## config.mk

```make
export PLATFORM = sky130hd
export DESIGN_NAME = shift_sequencer
export DESIGN_NICKNAME = d
export VERILOG_FILES = /design/src/rtl/shift_sequencer.sv
export SDC_FILE = /design/constraint.sdc
export NUM_CORES = 1
export LEC_CHECK = 0
export ABC_AREA = 1
export CAP_MARGIN = 20
export CORE_ASPECT_RATIO = 1.25
export CORE_MARGIN = 8
export CORE_UTILIZATION = 54
export CTS_BUF_LIST = sky130_fd_sc_hd__clkbuf_4
export CTS_CLUSTER_DIAMETER = 40
export CTS_CLUSTER_SIZE = 25
export DETAILED_ROUTE_END_ITERATION = 8
export GPL_TIMING_DRIVEN = 0
export PLACE_DENSITY = 0.88
export SKIP_CTS_REPAIR_TIMING = 1
export SLEW_MARGIN = 20
export SYNTH_ARGS = -nofsm -noshare
export SYNTH_HDL_FRONTEND = slang
export SYNTH_SLANG_ARGS = --single-unit
export TNS_END_PERCENT = 20
```

## constraint.sdc

```tcl
create_clock -name dotclk_i -period 4.05 [get_ports dotclk_i]
set_input_delay 0.81 -clock dotclk_i [delete_from_list [all_inputs] [get_ports dotclk_i]]
set_output_delay 0.81 -clock dotclk_i [all_outputs]
set_load 0.005 [all_outputs]
```

## src/rtl/shift_sequencer.sv

```systemverilog
// shift_sequencer: drives a pixel shifter with load/shift strobes
// from a one-word prefetch buffer at the line-latched colour depth.
module shift_sequencer (
    input  logic        dotclk_i,
    input  logic        reset_i,
    input  logic [1:0]  bpp_i,
    input  logic        active_i,
    input  logic [15:0] word_dat_i,
    input  logic        word_valid_i,
    output logic        word_ready_o,
    input  logic        flush_i,
    input  logic        clr_underflow_i,
    output logic [15:0] dat_o,
    output logic        load_o,
    output logic        shift1_o,
    output logic        shift2_o,
    output logic        shift4_o,
    output logic        shift8_o,
    output logic        underflow_o
);
    typedef enum logic {IDLE, RUN} state_t;

    state_t      state_q;
    state_t      state_d;
    logic [15:0] word_buf_q;
    logic        buf_full_q;
    logic [3:0]  pix_cnt_q;
    logic [1:0]  bpp_lat_q;
    logic [3:0]  ppw_m1;
    logic        line_on;
    logic        cnt_zero;
    logic        load_now;
    logic        accept;
    logic        uf_set;

    always_comb begin
        state_d = state_q;
        line_on = 1'b0;
        case (state_q)
            IDLE: begin
                line_on = active_i;
                if (active_i) state_d = RUN;
            end
            RUN: begin
                line_on = 1'b1;
                if (!active_i) state_d = IDLE;
            end
            default: state_d = IDLE;
        endcase
    end

    always_comb begin
        ppw_m1 = 4'd15;
        case (bpp_lat_q)
            2'b00:   ppw_m1 = 4'd15;
            2'b01:   ppw_m1 = 4'd7;
            2'b10:   ppw_m1 = 4'd3;
            default: ppw_m1 = 4'd1;
        endcase
    end

    assign cnt_zero     = (pix_cnt_q == 4'd0);
    assign load_now     = line_on & active_i & cnt_zero & buf_full_q;
    assign word_ready_o = ~flush_i & (~buf_full_q | load_now);
    assign accept       = word_valid_i & word_ready_o;
    assign uf_set       = active_i & cnt_zero & ~buf_full_q;

    always_ff @(posedge dotclk_i) begin
        if (reset_i) state_q <= IDLE;
        else         state_q <= state_d;
    end

    always_ff @(posedge dotclk_i) begin
        if (reset_i) begin
            word_buf_q  <= 16'h0000;
            buf_full_q  <= 1'b0;
            pix_cnt_q   <= 4'd0;
            bpp_lat_q   <= 2'b00;
            dat_o       <= 16'h0000;
            load_o      <= 1'b0;
            shift1_o    <= 1'b0;
            shift2_o    <= 1'b0;
            shift4_o    <= 1'b0;
            shift8_o    <= 1'b0;
            underflow_o <= 1'b0;
        end else begin
            load_o   <= 1'b0;
            shift1_o <= 1'b0;
            shift2_o <= 1'b0;
            shift4_o <= 1'b0;
            shift8_o <= 1'b0;

            // depth only follows the input outside the visible line
            if (!active_i) bpp_lat_q <= bpp_i;

            if (!active_i) begin
                pix_cnt_q <= 4'd0;
            end else if (cnt_zero) begin
                load_o    <= 1'b1;
                pix_cnt_q <= ppw_m1;
                dat_o     <= buf_full_q ? word_buf_q : 16'h0000;
            end else begin
                pix_cnt_q <= pix_cnt_q - 4'd1;
                case (bpp_lat_q)
                    2'b00:   shift1_o <= 1'b1;
                    2'b01:   shift2_o <= 1'b1;
                    2'b10:   shift4_o <= 1'b1;
                    default: shift8_o <= 1'b1;
                endcase
            end

            if (flush_i) begin
                buf_full_q <= 1'b0;
            end else if (accept) begin
                word_buf_q <= word_dat_i;
                buf_full_q <= 1'b1;
            end else if (load_now) begin
                buf_full_q <= 1'b0;
            end

            if (uf_set)               underflow_o <= 1'b1;
            else if (clr_underflow_i) underflow_o <= 1'b0;
        end
    end
endmodule

```

# Yosys cells after proc, flatten, opt, wreduce, memory -nomap -nowiden
# Cells that the tools add are included.
[totals]
reg_bits = 46
out_inout_bits = 23
[classes]
n_addsub = 1
n_eq_ne = 2
n_mux = 14
bitwise_logic = 12
n_reduce_logical = 10
[op_table]
columns = ["cell", "count"]
rows = [
  ["$mux 16", 1],
  ["$pmux 4 s3", 1],
  ["$mux 1", 10],
  ["$and 1x1->1", 7],
  ["$reduce_or 3->1", 2],
  ["$logic_not 4->1", 1],
  ["$mux 4", 1],
  ["$not 1->1", 4],
  ["$reduce_and 2->1", 2],
  ["$reduce_bool 2->1", 2],
  ["$reduce_or 2->1", 2],
  ["$sub 4x1->4 const B", 1],
  ["$eq 2x1->1 const B", 1],
  ["$eq 2x2->1 const B", 1],
  ["$logic_not 2->1", 1],
  ["$pmux 1 s2", 1],
  ["$or 1x1->1", 1],
]

# Longest topological paths before layout
[depth]
depth_word = 9
mapped_depth = 9
depth_no_buf = 8

# Least setup slack after synthesis
# No wires, ideal clock.
[synth_path]
path_type = "input-to-output"
start = "in active_i"
end = "out word_ready_o"
arrival_ns = 1.324
path_slack_ns = 1.916
path_stages = 3
cell_sequence = "nand3_4 > clkbuf_1 > a21oi_1"
[synth_between]
elab_chain_cells = 6
[synth_lines]
columns = ["item", "line_no", "rtl"]
rows = [
  ["from (decl)", "7", "input logic active_i,"],
  ["$pmux 1 s2", "39", "case (state_q)"],
  ["$and 1x1->1 (*) (3 in a row)", "63", "assign load_now = line_on & active_i & cnt_zero & buf_full_q;"],
  ["$or 1x1->1 (*)", "64", "assign word_ready_o = ~flush_i & (~buf_full_q | load_now);"],
  ["$and 1x1->1 (*)", "64", ""],
  ["to (decl)", "10", "output logic word_ready_o,"],
]
# Every way passes the cells marked *; elsewhere a longest branch is shown, timed or not.

# Worst setup path in the final report
# Ends and elaborated chain as after synthesis.

==> impl_metrics.env <==
export IMPL_setup_ws_ns=0.567
export IMPL_grt_max_degree=14
export IMPL_route_detailed_drc=0
export IMPL_critPathBufInv=3
export IMPL_place_congestion=0.795
export IMPL_setup_violations=0
export IMPL_outcome="completed"
export IMPL_timing_final_crit_share=0.860
export IMPL_cts_buffer_depth=2
export IMPL_end_kind="primary output"
export IMPL_cts_num_sinks=45
export IMPL_max_cap_violations=0
export IMPL_nNetsFinal=339
export IMPL_ir_drop_v=0.000358
export IMPL_dp_slack_ns=0.596
export IMPL_fmax_mhz=287
export IMPL_synthToLayoutAreaGrowth_pct=28.4
export IMPL_htree_levels=2
export IMPL_drt_initial_drc_count=53
export IMPL_dieArea_um2=5690
export IMPL_critPathTopFamily="buffers and inverters"
export IMPL_p_per_area_nw_per_um2=336
export IMPL_path_cells="clkdlybuf4s50_1 > nand3_4 > clkbuf_1 > a21oi_1 > clkdlybuf4s50_1"
export IMPL_max_stage_delay_ns=0.63
export IMPL_slew_viol_final=0
export IMPL_vias_per_cell=4.81
export IMPL_layout_drive_gt1_share=0.0762
export IMPL_rsz0062_at_grt="no"
export IMPL_synth_cells=263
export IMPL_clk_pin_slew_ns=0.13
export IMPL_critPathKind="input pin to primary output"
export IMPL_num_vias=1702
export IMPL_drt_total_wl_mm=4.19
export IMPL_skew_ns=0.00889
export IMPL_first_pass_iters=4
export IMPL_path_max_fanout=10
export IMPL_rows=24
export IMPL_critPathSlowestCell="clkdlybuf4s50_1"
export IMPL_grtUsageTotal=0.151
export IMPL_ys_warn_count=0
export IMPL_avgSynthCellArea_um2=7.23
export IMPL_tightest_slew_ns=0.454
export IMPL_cts_root_buffer="clkbuf_4"
export IMPL_hold_viol=0
export IMPL_worstPathRequired_ns=3.24
export IMPL_dieWidth_um=69.1
export IMPL_synth_top_area_frac=0.474
export IMPL_synth_top_area_cell="dfxtp_1"
export IMPL_synth_area_um2=1900
export IMPL_grt_pass1_wl_mm=7.12
export IMPL_critPathLaunchType="input pin"
export IMPL_die_height_um=82.3
export IMPL_ys_seq_area_frac=0.474
export IMPL_antenna_cells=0
export IMPL_arrival_ns=2.67
export IMPL_power_uw=820
export IMPL_dp_final_hpwl_mm=3.13
export IMPL_ys_seq_elements=45
export IMPL_fillers=291
export IMPL_synth_area_leaders="dfxtp_1 (47%), nand2_1 (13%), inv_1 (11%), a21oi_1 (5.8%), nand4_1 (5.3%)"
export IMPL_port_buffers=44
export IMPL_core_um2=3420
export IMPL_wl_per_cell_um=11.8
export IMPL_critical_path_most_common_cell="clkdlybuf4s50_1"
export IMPL_antenna_found_initial=0
export IMPL_synth_cell_types=23
export IMPL_clk_latency_ns=0.36
export IMPL_slew_headroom=0.697
export IMPL_min_period_ns=3.48
export IMPL_syn_num_nets=288
export IMPL_ios=47
export IMPL_finalSetupTns_ns=0
export IMPL_hold_path_class="flop to flop"
export IMPL_grt_remaining_overflow=0
export IMPL_first_global_vias=1672
export IMPL_power_leakage_uw=0.00110
export IMPL_drtAntennaViolNets=0
export IMPL_cts_inserted_buffers=5
export IMPL_initial_core_util=0.555
export IMPL_cts_tree="built"
cells in the mapped netlist (all sizes together):
cell	number
dfxtp	45
a21oi	22
clkinv	1
buf	5
ha	1
nand2	74
xor2	1
inv	58
o21ai	4
nor2	23
nand3	3
o22ai	2
clkbuf	6
nand4	16
nor3	2
state kept, by name, indices dropped and copies added (netlist names):
name / cells
bpp_lat_q: 2
buf_full_q: 1
dat_o: 16
load_o: 1
pix_cnt_q: 4
shift1_o: 1
shift2_o: 1
shift4_o: 1
shift8_o: 1
underflow_o: 1
word_buf_q: 16
layout by cell type (no fill, tap or decap), types with 3 or more instances in the layout:
| master | count |
|---|---|
| nand4_1 | 16 |
| clkbuf_4 | 5 |
| clkbuf_1 | 5 |
| nand2_2 | 9 |
| dfxtp_1 | 45 |
| o21ai_0 | 4 |
| clkdlybuf4s50_1 | 44 |
| nor2_1 | 21 |
| clkinv_1 | 3 |
| inv_1 | 58 |
| a21oi_1 | 22 |
| nand2_1 | 64 |
stage by stage:
step,util,instance area (µm²),cells,hold slack [ns]
after floorplan,-,1900,263,0.421
after global placement,0.698,2390,346,0.428
after detailed placement,0.698,2390,346,0.440
after CTS,0.713,2440,354,0.460
after global routing,0.713,2440,354,0.485
final,0.713,2440,354,0.458
logic make-up after synthesis:
kind of cell / after synthesis / synth area share
xor+xnor: 1 / 0.00461
buf+inv: 70 / 0.145
simple gates: 118 / 0.294
compound gates: 28 / 0.0751
fa+ha+maj: 1 / 0.00658
flops: 45 / 0.474
metal layers:
layer / wire (µm) / up-vias / GRT usage / part of all wire
met5: 0 / - / 0 / 0
met4: 102 / 0 / 0.0780 / 0.024
met3: 187 / 8 / 0.0430 / 0.045
met2: 2190 / 39 / 0.279 / 0.52
met1: 1710 / 761 / 0.154 / 0.41
li1: - / 894 / - / -
path summary, 6_finish.rpt:
check                                       to  cells after the start  slack (ns)     startpoint
worst min-delay path                  dat_o[6]                      2        0.46  word_buf_q[6]
worst max register to register  word_buf_q[14]                      9        2.44   pix_cnt_q[0]
worst min register to register        dat_o[6]                      2        0.46  word_buf_q[6]
worst max-delay path              word_ready_o                      5        0.57       active_i
cell type report:
type,instances,area (µm²),share of cell area
tap,39,48.8,0.0200
clock inverter,3,12.5,0.00513
buffer,11,55.1,0.0226
timing repair buffer,44,440,0.181
inverter,59,221,0.0908
clock buffer,5,37.5,0.0154
sequential,45,901,0.369
multi-input combinational,148,723,0.296
report_power, final:
| group | internal, µW | leakage (µW) | switching [µW] | total, µW |
|---|---|---|---|---|
| Sequential | 465 | 0.000368 | 12.6 | 477 |
| Combinational | 62.2 | 0.000698 | 77.6 | 140 |
| Clock | 63.0 | 0.0000300 | 140 | 203 |
worst min-delay path: stages (launching register included):
cell and delay [ns]:
dfxtp_1 0.33, nand2_1 0.06, a21oi_1 0.05
No activity file was read; power rests on OpenSTA's default activity.
